<file path="config.mk">
export PLATFORM = sky130hd
export DESIGN_NAME = recursion_unit_arbiter
export DESIGN_NICKNAME = d
export VERILOG_FILES = /design/src/rtl/recursion_unit_arbiter.sv
export SDC_FILE = /design/constraint.sdc
export NUM_CORES = 1
export LEC_CHECK = 0
export ABC_AREA = 1
export BUFFER_PORTS_ARGS = -buffer_cell sky130_fd_sc_hd__buf_2
export CAP_MARGIN = 20
export CORE_ASPECT_RATIO = 0.6
export CORE_UTILIZATION = 53
export DETAILED_ROUTE_END_ITERATION = 12
export MAX_ROUTING_LAYER = met4
export PLACE_DENSITY = 0.77
export SETUP_SLACK_MARGIN = 0.5
export SLEW_MARGIN = 20
export SYNTH_ARGS = -nofsm -noshare
export SYNTH_HDL_FRONTEND = slang
export SYNTH_SLANG_ARGS = --single-unit
</file>
<file path="constraint.sdc">
create_clock -name CLK -period 5.6 [get_ports CLK]
set_input_delay 1.12 -clock CLK [delete_from_list [all_inputs] [get_ports CLK]]
set_output_delay 1.12 -clock CLK [all_outputs]
set_load 0.01 [all_outputs]
</file>
<file path="src/rtl/recursion_unit_arbiter.sv">
// Round-robin front end that shares one start/ready handshaked arithmetic
// unit between NREQ requesters. Each requester keeps a one-deep request slot
// with its own operand buffer and result register.
module recursion_unit_arbiter #(
  parameter int BW          = 16,
  parameter int NREQ        = 4,
  parameter int IDW         = 2,
  parameter int ACK_TIMEOUT = 8
) (
  input  logic                 CLK,
  input  logic                 RST,
  input  logic [NREQ-1:0]      ST,
  output logic [NREQ-1:0]      RD,
  input  logic [NREQ*BW-1:0]   IN0,
  input  logic [NREQ*BW-1:0]   IN1,
  output logic [NREQ*BW-1:0]   RES,
  output logic                 FU_ST,
  input  logic                 FU_RD,
  output logic [BW-1:0]        FU_IN0,
  output logic [BW-1:0]        FU_IN1,
  input  logic [BW-1:0]        FU_RES,
  output logic [IDW-1:0]       GNT,
  output logic                 BUSY,
  output logic                 ERR
);

  localparam int CW = $clog2(ACK_TIMEOUT) + 1;

  typedef enum logic [1:0] {
    S_IDLE,
    S_WAIT_ACK,
    S_WAIT_DONE
  } state_t;

  state_t           state_q, state_nxt;
  logic [NREQ-1:0]  st_q;
  logic [NREQ-1:0]  pending_q;
  logic [NREQ-1:0]  new_req;
  logic [NREQ-1:0]  done_mask;
  logic [BW-1:0]    op0_buf [NREQ];
  logic [BW-1:0]    op1_buf [NREQ];
  logic [IDW-1:0]   rr_q;
  logic [IDW-1:0]   sel;
  logic             found;
  logic [CW-1:0]    cnt_q;
  logic             do_grant;
  logic             do_done;
  logic             do_timeout;

  // A requester is ready whenever it has nothing queued or in flight.
  assign RD = ~pending_q;

  // Previous ST sample; keeps running in reset so a held ST is not a new edge.
  always_ff @(posedge CLK) begin
    // NOTE: registers are always assigned with <= so every flop samples the
    // pre-edge value of every other flop, independent of process order.
    st_q <= ST;
  end

  // Per-requester new-request detect and completion mask.
  always_comb begin
    new_req   = '0;
    done_mask = '0;
    for (int i = 0; i < NREQ; i++) begin
      new_req[i]   = ST[i] & ~st_q[i] & ~pending_q[i];
      done_mask[i] = do_done && (GNT == IDW'(i));
    end
  end

  // Round-robin pick: first pending index at or above the rr pointer, wrapping.
  always_comb begin
    found = 1'b0;
    sel   = '0;
    for (int k = 0; k < NREQ; k++) begin
      if (!found && pending_q[(int'(rr_q) + k) % NREQ]) begin
        found = 1'b1;
        sel   = IDW'((int'(rr_q) + k) % NREQ);
      end
    end
  end

  // State register.
  always_ff @(posedge CLK) begin
    if (!RST) state_q <= S_IDLE;
    else      state_q <= state_nxt;
  end

  // Next-state and one-cycle action strobes.
  always_comb begin
    // NOTE: every output of this block gets a default first, so no path
    // through the case leaves a value unassigned and no latch is inferred.
    state_nxt  = state_q;
    do_grant   = 1'b0;
    do_done    = 1'b0;
    do_timeout = 1'b0;
    unique case (state_q)
      S_IDLE: begin
        if (found) begin
          do_grant  = 1'b1;
          state_nxt = S_WAIT_ACK;
        end
      end
      S_WAIT_ACK: begin
        if (!FU_RD) begin
          state_nxt = S_WAIT_DONE;
        end else if (cnt_q == CW'(ACK_TIMEOUT - 1)) begin
          do_timeout = 1'b1;
          do_done    = 1'b1;
          state_nxt  = S_IDLE;
        end
      end
      S_WAIT_DONE: begin
        if (FU_RD) begin
          do_done   = 1'b1;
          state_nxt = S_IDLE;
        end
      end
      default: state_nxt = S_IDLE;
    endcase
  end

  // Operand capture on an accepted request edge.
  always_ff @(posedge CLK) begin
    // NOTE: the operand buffers have no reset; a slot is always written on
    // request capture before the grant logic can read it.
    for (int i = 0; i < NREQ; i++) begin
      if (RST && new_req[i]) begin
        op0_buf[i] <= IN0[i*BW +: BW];
        op1_buf[i] <= IN1[i*BW +: BW];
      end
    end
  end

  // Pending slots, unit handshake, writeback and status flags.
  always_ff @(posedge CLK) begin
    if (!RST) begin
      pending_q <= '0;
      RES       <= '0;
      FU_ST     <= 1'b0;
      FU_IN0    <= '0;
      FU_IN1    <= '0;
      GNT       <= '0;
      BUSY      <= 1'b0;
      ERR       <= 1'b0;
      rr_q      <= '0;
      cnt_q     <= '0;
    end else begin
      pending_q <= (pending_q | new_req) & ~done_mask;

      if (do_grant) begin
        GNT    <= sel;
        FU_IN0 <= op0_buf[sel];
        FU_IN1 <= op1_buf[sel];
        FU_ST  <= 1'b1;
        BUSY   <= 1'b1;
        cnt_q  <= '0;
      end

      // Unit acknowledged: drop start, operands stay put until completion.
      if (state_q == S_WAIT_ACK && !FU_RD) FU_ST <= 1'b0;

      if (state_q == S_WAIT_ACK && FU_RD && !do_timeout) cnt_q <= cnt_q + 1'b1;

      if (do_timeout) ERR <= 1'b1;

      if (do_done) begin
        FU_ST <= 1'b0;
        BUSY  <= 1'b0;
        rr_q  <= (GNT == IDW'(NREQ - 1)) ? '0 : GNT + 1'b1;
      end

      for (int i = 0; i < NREQ; i++) begin
        if (done_mask[i]) RES[i*BW +: BW] <= FU_RES;
      end
    end
  end

endmodule

</file>
Yosys cells after proc, flatten, opt, wreduce, memory -nomap -nowiden
Memory sizes are Yosys's and may differ from the RTL's. A register that Yosys moved wholly into a read port is not among the register bits. Cells that the tools add are included. W data, S select, Z words.

Register bits after elaboration: 85. Bits in writable memories: 128. Input bits: 151. Output and inout port bits: 105. Memories: 2.

Add/subtract/negate cells: 5. Order comparisons: 4. Equal/unequal tests: 9. Multiplexer cells: 42. Bitwise logic cells: 24. Reduce and logical (&&, ||, !) cells: 30.

Memory list: op0_buf (words 4, width 16, read ports 1, clocked after memory_dff 1, wr ports 4, RTL line 40) `logic [BW-1:0] op0_buf [NREQ];`; op1_buf (words 4, width 16, read ports 1, clocked after memory_dff 1, wr ports 4, RTL line 41) `logic [BW-1:0] op1_buf [NREQ];`.

Operator list (number): $mux W1 (25); $mux W2 (9); $logic_and A1 B1 Y1 (14); $lt A3 B4 Y1 const B (3); $not A1 Y1 (9); $and A1 B1 Y1 (8); $bmux W1 S2 (4); $mux W4 (2); $not A4 Y4 (2); $reduce_or A2 Y1 (4); $logic_not A1 Y1 (7); $eq A2 B2 Y1 const B (3); $pmux W2 S3 (1); $add A2 B1 Y2 const B (2); $add A2 B2 Y2 const B (2); $add A4 B1 Y4 const B (1); $and A4 B4 Y4 (1); $eq A2 B1 Y1 const B (2); $eq A4 B3 Y1 const B (1); $logic_not A2 Y1 (2); $ne A2 B2 Y1 const B (2); $or A4 B4 Y4 (1); $and A1 B1 Y1 const A (3); $lt A2 B3 Y1 const B (1); other kinds (5) (5).

Logic depth before layout (Yosys ltp)
Gate-level depths: netlist of the first run.

Word-level depth: 18. Mapped depth: 16. Depth with buffers taken out: 15.

Worst setup path before layout of the first run
Ideal clock, no wire load.

Kind: input to register. Start: input port RST. End: memory op0_buf[0][0] (enable). Arrival time: 3.805 ns. Required time: 5.139 ns. Setup slack: 1.334 ns. Cell stages on the path: 4. Buffers on the path: 2. Cells stage by stage: inv_1 clkbuf_1 clkbuf_1 nor3_1.

RTL lines: from (decl) (RTL line 11) `input logic RST,`; to (decl) (RTL line 40).

Final worst setup path of the first run
Start: register rr_q[0]. End: register FU_IN1[12], read port of op1_buf.

Longest elaborated chain between the ends: 14.

Ends and longest elaborated chain: from (decl) (RTL line 42) `logic [IDW-1:0] rr_q;`; from (signal assigned) (RTL line 169) `rr_q <= (GNT == IDW'(NREQ - 1)) ? '0 : GNT + 1'b1;`; $add A2 B1 Y2 or $bmux W1 S2 (tied branches) (RTL line 75, 77); $bmux W1 S2 or $mux W1 (tied branches) (RTL line 75) `if (!found && pending_q[(int'(rr_q) + k) % NREQ]) begin`; $mux W1 (not written as such) (RTL line 75); $mux W1 (not written as such) or $logic_not A1 Y1 (tied branches) (RTL line 75); $logic_and A1 B1 Y1 (RTL line 75); $mux W1 (RTL line 75); $logic_not A1 Y1 (RTL line 75); $logic_and A1 B1 Y1 (RTL line 75); $mux W1 (RTL line 75); $logic_not A1 Y1 (RTL line 75); $logic_and A1 B1 Y1 (RTL line 75); $mux W1 (RTL line 75); $mux W1 (RTL line 98) `if (found) begin`; $mux W1 (RTL line 96) `unique case (state_q)`; to (decl) (RTL line 20) `output logic [BW-1:0] FU_IN1,`.

Several ways; a longest one is shown, not always the timed one. The select of a mux whose other input is x is not followed. A chain may end at the register's enable or synchronous reset.

==> metrics.md, run 1 <==
| Metric | Value |
|---|---|
| CTS Buffer Depth | 3 |
| Die X-Extent | around 180 um |
| # Post-CTS Setup Buffers | 0 |
| Number of buffers created by CTS | 23 |
| Port bufs | about 260 |
| Worst path arrival time | about 4.1 ns |
| Core ar. | 0.0181 mm2 |
| I/O Pins | between 200 and 300 |
| Vias in the first global route | 7341 |
| Syn nets | ~1.2k |
| IR drop worst, VDD | between 300 and 400 uV |
| Final setup TNS | 0 ns |
| Startpoint Class | register |
| Setup repair after global routing missed its margin | false |
| # DRC | 0 |
| Initial antenna violation count | 3 |
| Worst Setup SP | rr_q[0] |
| Min-delay worst type | reg2reg |
| Root Driver | clkbuf_16 |
| CTS tree | done |
| Final setup viols | 0 |
| Post-Synthesis Cells | 1054 |
| Reg-to-reg startpoint | rr_q[0] |
| Placement Rows | 38 |
| Routed len/inst | roughly 16 um |
| Worst-margin pin slew | roughly 0.95 ns |
| Tmin final | between 3 and 4 ns |
| Final Hold Fails | 0 |
| Chip height | between 100 and 150 um |
| CTS Sinks | between 200 and 250 |
| Gpl congestion | around 0.9 |
| FILL cells | 1500 |
| Clk_skew | roughly 0.014 ns |
| Slew HR | a little over a third |
| Multi-input logic area | roughly 0.0030 mm2 |
| Cell Pwr Density | about 370 mW/mm2 |
| Post-route cell area | about 0.012 mm2 |
| Inst Count DP | 1499 |
| First-pass GRT wire length | about 39 mm |
| Worst-Skew Late Latency | between 0.5 and 0.6 ns |
| Max Slew Vio Count | 0 |
| Layout cells sized above 1 | 25.4% |
| Nets | 1443 |
| Most common cell after layout, fill and taps aside | nand2_1 |
| Detailed Route Iter0 Violations | 688 |
| First-pass DRT Iterations | 5 |
| Total Routing Usage GR | 26.9% |
| Largest net degree at the start of global routing | 62 |
| Status | complete, no violations |
| Yosys Warn Count | 0 |
| Final period util | 66.7% |
| Initial Util | about 54% |
| Seq/Total Area, Yosys | between 60% and 70% |
| Die area | approximately 0.019 mm2 |
| Max_cap viols | 0 |
| P_leak | ~5.3 nW |
| Worst Hold Launch | ERR |
| CTS resizes | 0 |
| Max Fanout on Critical Path | roughly 40 |
| Syn Area/Cell | slightly above 9 um2 |
| CP Capture Type | register |
| Clk slew on worst S/H paths | 0.07 ns |
| Pre-CTS WS | roughly 1.8 ns |
| Final wirelength | ~25 mm |
| Worst Setup Slack, final | 1.87 ns |
| Via-to-Cell Ratio | roughly 5.2 |
| Top achievable clock speed | between 0.2 and 0.3 GHz |
| Synth Register Bits | 245 |
| Kind of critical path | reg2reg |
| Routed vias | approximately 8k |
| Gr ovfl total | 0 |
| DP Area | 0.0112 mm2 |
| Distinct cells, synth | 28 |
| CTS H-tree lvls | 1 |
| Seq. cell area | just over 0.006 mm2 |
| Most frequent cells in the layout | 274 x nand2_1, 255 x buf_2, 128 x nor2_1, 128 x edfxtp_1, 118 x nand3_1 |
| Layout area overhead | 21.8% |
| CTS Hold Bufs | 0 |
| Antenna viol nets, final | 0 |
| Post-DP HPWL | 17.2 mm |
| Non-filler cells, final | approximately 1.5k |
| Worst path required time | about 6 ns |
| Post-Synthesis Cell Area | 0.00983 mm2 |
[cell families (layout without fill, tap and decap cells)]
group                    Yosys count  count (layout)  synth area share, %
AO/OA/AOI/OAI                    102             102                 5.75
flip-flops                       245             245                 62.9
adder cells (fa/ha/maj)            8               8                 1.02
buffers and inverters            143             390                 6.31
AND/OR/NAND/NOR                  556             556                 24.0
other                              0               3                    0
[flip-flops by register name, summed over array words and instances, names as in the netlist, 2 cells and up]
signal,cells
op1_buf,64
st_q,4
pending_q,4
cnt_q,4
state_q,2
FU_IN1,16
FU_IN0,16
RES,64
op0_buf,64
GNT,2
rr_q,2
[final cells by class]
type,instances,area share [%]
sequential,245,51.7
multi-input combinational,666,25.4
timing repair buffer,262,11.1
clock buffer,34,5.79
tap,240,2.51
clock inverter,8,0.784
inverter,86,2.71
antenna,3,0.0627
[synthesized netlist by cell type]
library cell / number / area, um2
inv_2: 3 / 11.3
nand2_2: 7 / 43.8
inv_1: 82 / 308
edfxtp_1: 128 / 3840
buf_1: 3 / 11.3
a21oi_1: 79 / 395
a21oi_2: 9 / 78.8
ha_1: 8 / 100
a211oi_1: 2 / 15.0
o21ai_0: 9 / 45.0
o21ai_2: 1 / 8.76
clkinv_1: 1 / 3.75
nand2_1: 274 / 1030
buf_2: 16 / 80.1
nand3b_1: 17 / 128
nor3_1: 6 / 30.0
buf_4: 7 / 52.6
or2_2: 1 / 6.26
a21oi_4: 1 / 16.3
nor2_1: 128 / 480
nand3_1: 118 / 591
dfxtp_1: 117 / 2340
a31oi_1: 1 / 6.26
nand4_1: 1 / 6.26
nand3_2: 2 / 20.0
clkbuf_1: 26 / 97.6
buf_6: 5 / 56.3
nor2_4: 2 / 22.5
[stage by stage]
stage	hold slack, ns	total power [mW]	util [%]
after floorplan	0.445	2.62	-
after global placement	0.438	2.84	61.7
after detailed placement	0.442	2.87	61.7
after CTS	0.452	4.46	66.1
after global routing	0.471	4.64	66.1
final	0.450	4.44	66.1
[worst paths after layout]
| kind | slack (ns) | endpoint | cells past startpoint |
|---|---|---|---|
| max | 1.87 | FU_IN1[12] | 13 |
| min | 0.45 | ERR | 2 |
| max reg2reg | 1.87 | FU_IN1[12] | 13 |
| min reg2reg | 0.45 | ERR | 2 |
[routing by layer]
metal | GRT usage [%] | up-vias | wire (um)
met4 | 4.70 | 0 | 280
met5 | - | - | 0
li1 | - | 3903 | -
met3 | 5.05 | 31 | 2110
met1 | 39.7 | 3745 | 11800
met2 | 39.1 | 327 | 11100
[critical path: stages, from the launching register on]
cell	delay [ns]
dfxtp_1	0.54
inv_2	0.15
nand2_1	0.11
nand3_1	0.10
nand2_2	0.13
a21oi_1	0.05
nand2_1	0.64
nand2_2	0.76
inv_2	0.70
nand2_1	0.12
nand2_1	0.09
nor2_1	0.04
nor2_1	0.09
nor2_1	0.04
[where the power goes]
part           leakage, nW  switching [mW]  internal, mW
Combinational         2.79           0.522         0.251
Sequential            2.12          0.0608          2.00
Clock                0.392           0.688         0.920
Total                 5.31            1.27          3.17
Power figures use the tool's default switching activity.
==> run 2: changes to the inputs <==
- CORE_UTILIZATION: 53 -> 48
- PLACE_DENSITY: 0.77 -> 0.73
- clock period: 5.6 -> 3 ns (I/O delays scaled with it)
==> run 2 against run 1 <==
Clock skew rose by 0.0079 ns. Design area up 1.7%. Clock power grew 84%. Flip-flop and latch count unchanged. Setup slack got worse by 1.1 ns. Combinational power is 99% higher. First-iteration DRC count grew 2.3%. Critical path depth fell by 8. Sequential power rose by 87%. Global-route usage fell by 1.9 points. Sequential share of layout area down 0.87 points. Final cell count rose by 3.0%. Critical path type unchanged. Highest routed layer unchanged.
==> metrics.md, run 2 (same netlist as run 1, synthesis figures left out) <==
| Metric | Value |
|---|---|
| Post-DP HPWL | around 18 mm |
| Die X-Extent | between 150 and 200 um |
| I/O Pins | roughly 260 |
| Cell Pwr Density | 686 mW/mm2 |
| Worst path arrival time | 2.64 ns |
| Slew HR | between 40% and 50% |
| Largest net degree at the start of global routing | 48 |
| CTS Sinks | 245 |
| Layout cells sized above 1 | 26.4% |
| Hold slack | between 0.2 and 0.25 ns |
| Gpl congestion | 0.874 |
| IR drop worst, VDD | 435 uV |
| Top achievable clock speed | between 0.4 and 0.5 GHz |
| CTS Hold Bufs | 0 |
| Number of buffers created by CTS | 23 |
| CTS H-tree lvls | 1 |
| Final period util | 75.3% |
| Kind of critical path | reg2reg |
| Layout area overhead | 24.0% |
| Routed vias | between 7k and 8k |
| Max Fanout on Critical Path | 17 |
| Final setup viols | 0 |
| Post-route cell area | ~0.012 mm2 |
| Detailed Route Iter0 Violations | approximately 700 |
| Core ar. | 0.0200 mm2 |
| CP dominant cell by count | nand2_1 |
| Max_cap viols | 0 |
| CP max-delay cell | ha_1 |
| Min-delay worst type | in2reg |
| CP top delay family | simple AND/OR/NAND/NOR gates |
| Final Hold Fails | 0 |
| Max Slew Vio Count | 0 |
| Startpoint Class | register |
| Gr ovfl total | 0 |
| Worst-path cell chain | inv_1 -> ha_1 -> nand2_1 -> nand2_1 -> a21oi_1 |
| Die area | about 0.021 mm2 |
| Via-to-Cell Ratio | between 5 and 6 |
| CTS tree | done |
| Critical path buffer and inverter count | 1 |
| Top Registers | RES: 64 flops, op0_buf: 64 flops, op1_buf: 64 flops |
| Tmin final | approximately 2.3 ns |
| Most frequent cells in the layout | 274 x nand2_1, 255 x buf_2, 128 x nor2_1, 128 x edfxtp_1, 118 x nand3_1 |
| Worst path required time | around 3.4 ns |
| Setup repair after global routing missed its margin | false |
| Port bufs | approximately 260 |
| Worst-Skew Late Latency | 0.51 ns |
| Clk slew on worst S/H paths | approximately 0.070 ns |
| P_leak | between 5 and 6 nW |
| First-pass GRT wire length | 40.3 mm |
| Nets | approximately 1.5k |
| Initial Util | roughly half |
| DP Area | 0.0113 mm2 |
| Most common cell after layout, fill and taps aside | nand2_1 |
| Final wirelength | about 26 mm |
| Clk_skew | between 0.02 and 0.025 ns |
| Final setup TNS | 0 ns |
| Routed len/inst | ~16 um |
| # DRC | 0 |
| Initial antenna violation count | 2 |
| First-pass DRT Iterations | 5 |
| Chip height | between 100 and 150 um |
| CP Capture Type | register |
| CTS Buffer Depth | 3 |
| Status | complete, no violations |
| Worst-margin pin slew | 0.775 ns |
| Antenna viol nets, final | 0 |
| Total Routing Usage GR | 25.0% |
| Placement Rows | 40 |
| Crit path largest cell delay | between 0.6 and 0.7 ns |
| Vias in the first global route | ~7.4k |
| Root Driver | clkbuf_16 |
[run 2: cell count changes in the layout (fill, tap and decap cells not counted), moves of 2 or more]
cell      delta
inv_2        -2
inv_4        +2
buf_12       +3
clkinv_2     +2
clkinv_4     +2
nor3_2       -4
buf_4        +8
clkbuf_1     -4
nor3_4       +4
[run 2: power breakdown]
group,switching [mW],total [mW],internal (mW)
Sequential,0.112,3.85,3.73
Clock,1.25,2.96,1.71
Combinational,1.01,1.54,0.530
Total,2.37,8.35,5.98
[run 2: layout make-up]
type | instances | area, um2
clock buffer | 31 | 689
fill | 1720 | 7840
sequential | 245 | 6190
timing repair buffer | 274 | 1460
clock inverter | 11 | 92.6
antenna | 4 | 10.0
inverter | 86 | 330
tap | 273 | 342
multi-input combinational | 666 | 3070
[run 2: path summary, 6_finish.rpt]
kind               start      end  slack, ns  cells past startpoint
setup / recovery  GNT[0]  RES[43]       0.74                      5
hold / removal     ST[3]  st_q[3]       0.20                      1
setup reg to reg  GNT[0]  RES[43]       0.74                      5
hold reg to reg      ERR      ERR       0.46                      2
[run 2: repair_timing]
action,in CTS,in global routing
buffers inserted,0,2
gates resized for setup,0,7
setup endpoints to repair,0,32
[run 2: layer usage]
metal | global-route usage, % | routed length [um] | up-vias
li1 | - | - | 3941
met4 | 4.81 | 369 | 0
met2 | 35.8 | 11100 | 336
met5 | - | 0 | -
met3 | 4.96 | 2140 | 34
met1 | 37.0 | 12300 | 3671
[run 2: metrics by stage]
step | power (mW) | worst slack [ns] | utilization, % | cells
2_1_floorplan | 4.88 | 0.214 | - | 1054
3_3_place_gp | 5.38 | 0.701 | 56.6 | 1542
3_5_place_dp | 5.42 | 0.571 | 56.6 | 1542
4_1_cts | 8.37 | 0.562 | 60.5 | 1584
5_1_grt | 8.76 | 0.567 | 60.8 | 1588
6_report | 8.35 | 0.742 | 60.9 | 1590
==> run 3: changes to the inputs <==
- CORE_UTILIZATION: 48 -> 53
- PLACE_DENSITY: 0.73 -> 0.77
- clock period: 3 -> 2.2 ns (I/O delays scaled with it)
==> run 3 against run 2 <==
Critical endpoint is now FU_IN0[11]. Design area grew 12%. Setup slack worse by 0.54 ns. Clock power increased by 27%. Highest routed layer unchanged.
==> metrics.md, run 3 (same netlist as run 1, synthesis figures left out) <==
| Metric | Value |
|---|---|
| IR drop worst, VDD | 667 uV |
| Kind of critical path | reg2reg |
| Worst-Skew Late Latency | between 0.5 and 0.6 ns |
| CP endpoint | FU_IN0[11] |
| Reg-to-reg startpoint | rr_q[0] |
| Initial antenna violation count | 3 |
| Port bufs | 255 |
| Die area | roughly 0.019 mm2 |
| Post-DP HPWL | roughly 17 mm |
| Routed len/inst | approximately 19 um |
| Final Hold Fails | 0 |
| Routed vias | 8825 |
| CTS H-tree lvls | 1 |
| CTS Hold Bufs | 0 |
| Number of buffers created by CTS | 23 |
| First-pass GRT wire length | between 40 and 50 mm |
| Chip height | around 110 um |
| Top achievable clock speed | 0.501 GHz |
| P_leak | between 5 and 6 nW |
| Overall power | ~12 mW |
| Gpl congestion | between 0.8 and 0.9 |
| Startpoint Class | register |
| First-pass DRT Iterations | 6 |
| Top Registers | RES: 64 flops, op0_buf: 64 flops, op1_buf: 64 flops |
| CTS Buffer Depth | 3 |
| Layout cells sized above 1 | 36.0% |
| Final setup viols | 0 |
| Largest net degree at the start of global routing | 66 |
| Gr ovfl total | 0 |
| Placement Rows | 38 |
| Die X-Extent | approximately 180 um |
| CTS tree | done |
| FF-to-FF path depth | 16 |
| Final wirelength | roughly 31 mm |
| Post-Route Utilization | around 75% |
| Crit path largest cell delay | approximately 0.39 ns |
| Setup repair after global routing missed its margin | true |
| CP max-delay cell | dfxtp_4 |
| Nets | roughly 1.5k |
| Most common cell after layout, fill and taps aside | buf_2 |
| Via-to-Cell Ratio | 5.47 |
| Worst r2r dst | FU_IN0[11] |
| Clk_skew | approximately 0.022 ns |
| Final period util | 90.7% |
| Detailed Route Iter0 Violations | 955 |
| Clk slew on worst S/H paths | roughly 0.06 ns |
| Worst path arrival time | around 2.4 ns |
| Total Routing Usage GR | about 29% |
| Max Fanout on Critical Path | 8 |
| Min-delay worst type | in2reg |
| Worst Setup SP | rr_q[0] |
| Vias in the first global route | just under 8k |
| Worst path required time | ~2.6 ns |
| I/O Pins | approximately 260 |
| Reg2Reg Setup Slack | about 0.20 ns |
| Initial Util | 54.3% |
| Status | complete, no violations |
| DP Area | ~0.012 mm2 |
| Most frequent cells in the layout | 255 x buf_2, 233 x nand2_1, 128 x edfxtp_1 |
| Max_cap viols | 0 |
| Worst-path cell chain | buf_6 -> nand2_2 -> nand2_2 -> nand2_2 -> nand2_2 -> nor2_4 -> nand3_4 -> nand2_8 -> nand2_8 -> buf_16 -> nor2_1 -> nor2_1 -> nand2_1 -> nand3_1 -> nand2_1 -> inv_1 |
| # DRC | 0 |
| Worst-margin pin slew | 0.476 ns |
| Slew HR | between 60% and 70% |
| Hold slack | roughly 0.040 ns |
| Tmin final | ~2 ns |
| CP dominant cell by count | nand2_2 |
| Post-route cell area | 0.0136 mm2 |
| CTS Sinks | around 250 |
| Final setup TNS | 0 ns |
| Layout area overhead | 38.8% |
| CP Capture Type | register |
| Antenna viol nets, final | 0 |
| Core ar. | between 0.015 and 0.02 mm2 |
| Cell Pwr Density | 890 mW/mm2 |
| Root Driver | clkbuf_16 |
| Max Slew Vio Count | 0 |
run 3: how the worst min path moves through the flow:
stage / start / end / slack, ns / cells after the start
2_1_floorplan: op1_buf[0][15] / FU_IN1[15] / 0.44 / 2
3_3_place_gp: BUSY / BUSY / 0.44 / 2
3_5_place_dp: ERR / ERR / 0.45 / 2
4_1_cts: ST[2] / st_q[2] / 0.02 / 1
5_1_grt: ST[3] / st_q[3] / 0.04 / 1
6_report: ST[2] / st_q[2] / 0.04 / 1
run 3: layer usage:
layer,share of wire [%],global-route usage [%]
met5,0,-
met4,2.6,7.57
met3,11,6.89
met2,44,42.5
met1,42,40.6
run 3: worst max-delay path: cells and delay by family, from the launching register on:
kind / cells / cell delay [ns]
buffers and inverters: 3 / 0.36
flip-flops: 1 / 0.39
AND/OR/NAND/NOR: 13 / 1.14
run 3: final cells by class:
| type | instances | area (um2) |
|---|---|---|
| Timing Repair Buffer | 327 | 2490 |
| Tap cell | 240 | 300 |
| Timing Repair inverter | 2 | 15.0 |
| Inverter | 86 | 368 |
| Fill cell | 1202 | 4470 |
| Antenna cell | 3 | 7.51 |
| Sequential cell | 245 | 6200 |
| Multi-Input combinational cell | 667 | 3540 |
| Clock inverter | 5 | 27.5 |
| Clock buffer | 37 | 679 |
run 3: report_power, final:
group	internal, mW	switching (mW)	leakage (nW)
Combinational	1.31	1.80	3.48
Clock	2.12	1.66	0.347
Sequential	5.10	0.163	2.13
run 3: what timing repair did:
action / 4_1_cts / 5_1_grt
pin swaps: 11 / 34
buffers inserted: 11 / 13
setup endpoints to repair: 109 / 110
resized for setup: 60 / 129
gates cloned: 9 / 15
run 3: per-stage QoR:
step | setup WS (ns) | instances
floorplan | 0.251 | 1054
global placement | 0.131 | 1519
detailed placement | 0.0922 | 1519
CTS | 0.246 | 1581
global route | 0.0547 | 1612
finish | 0.204 | 1612
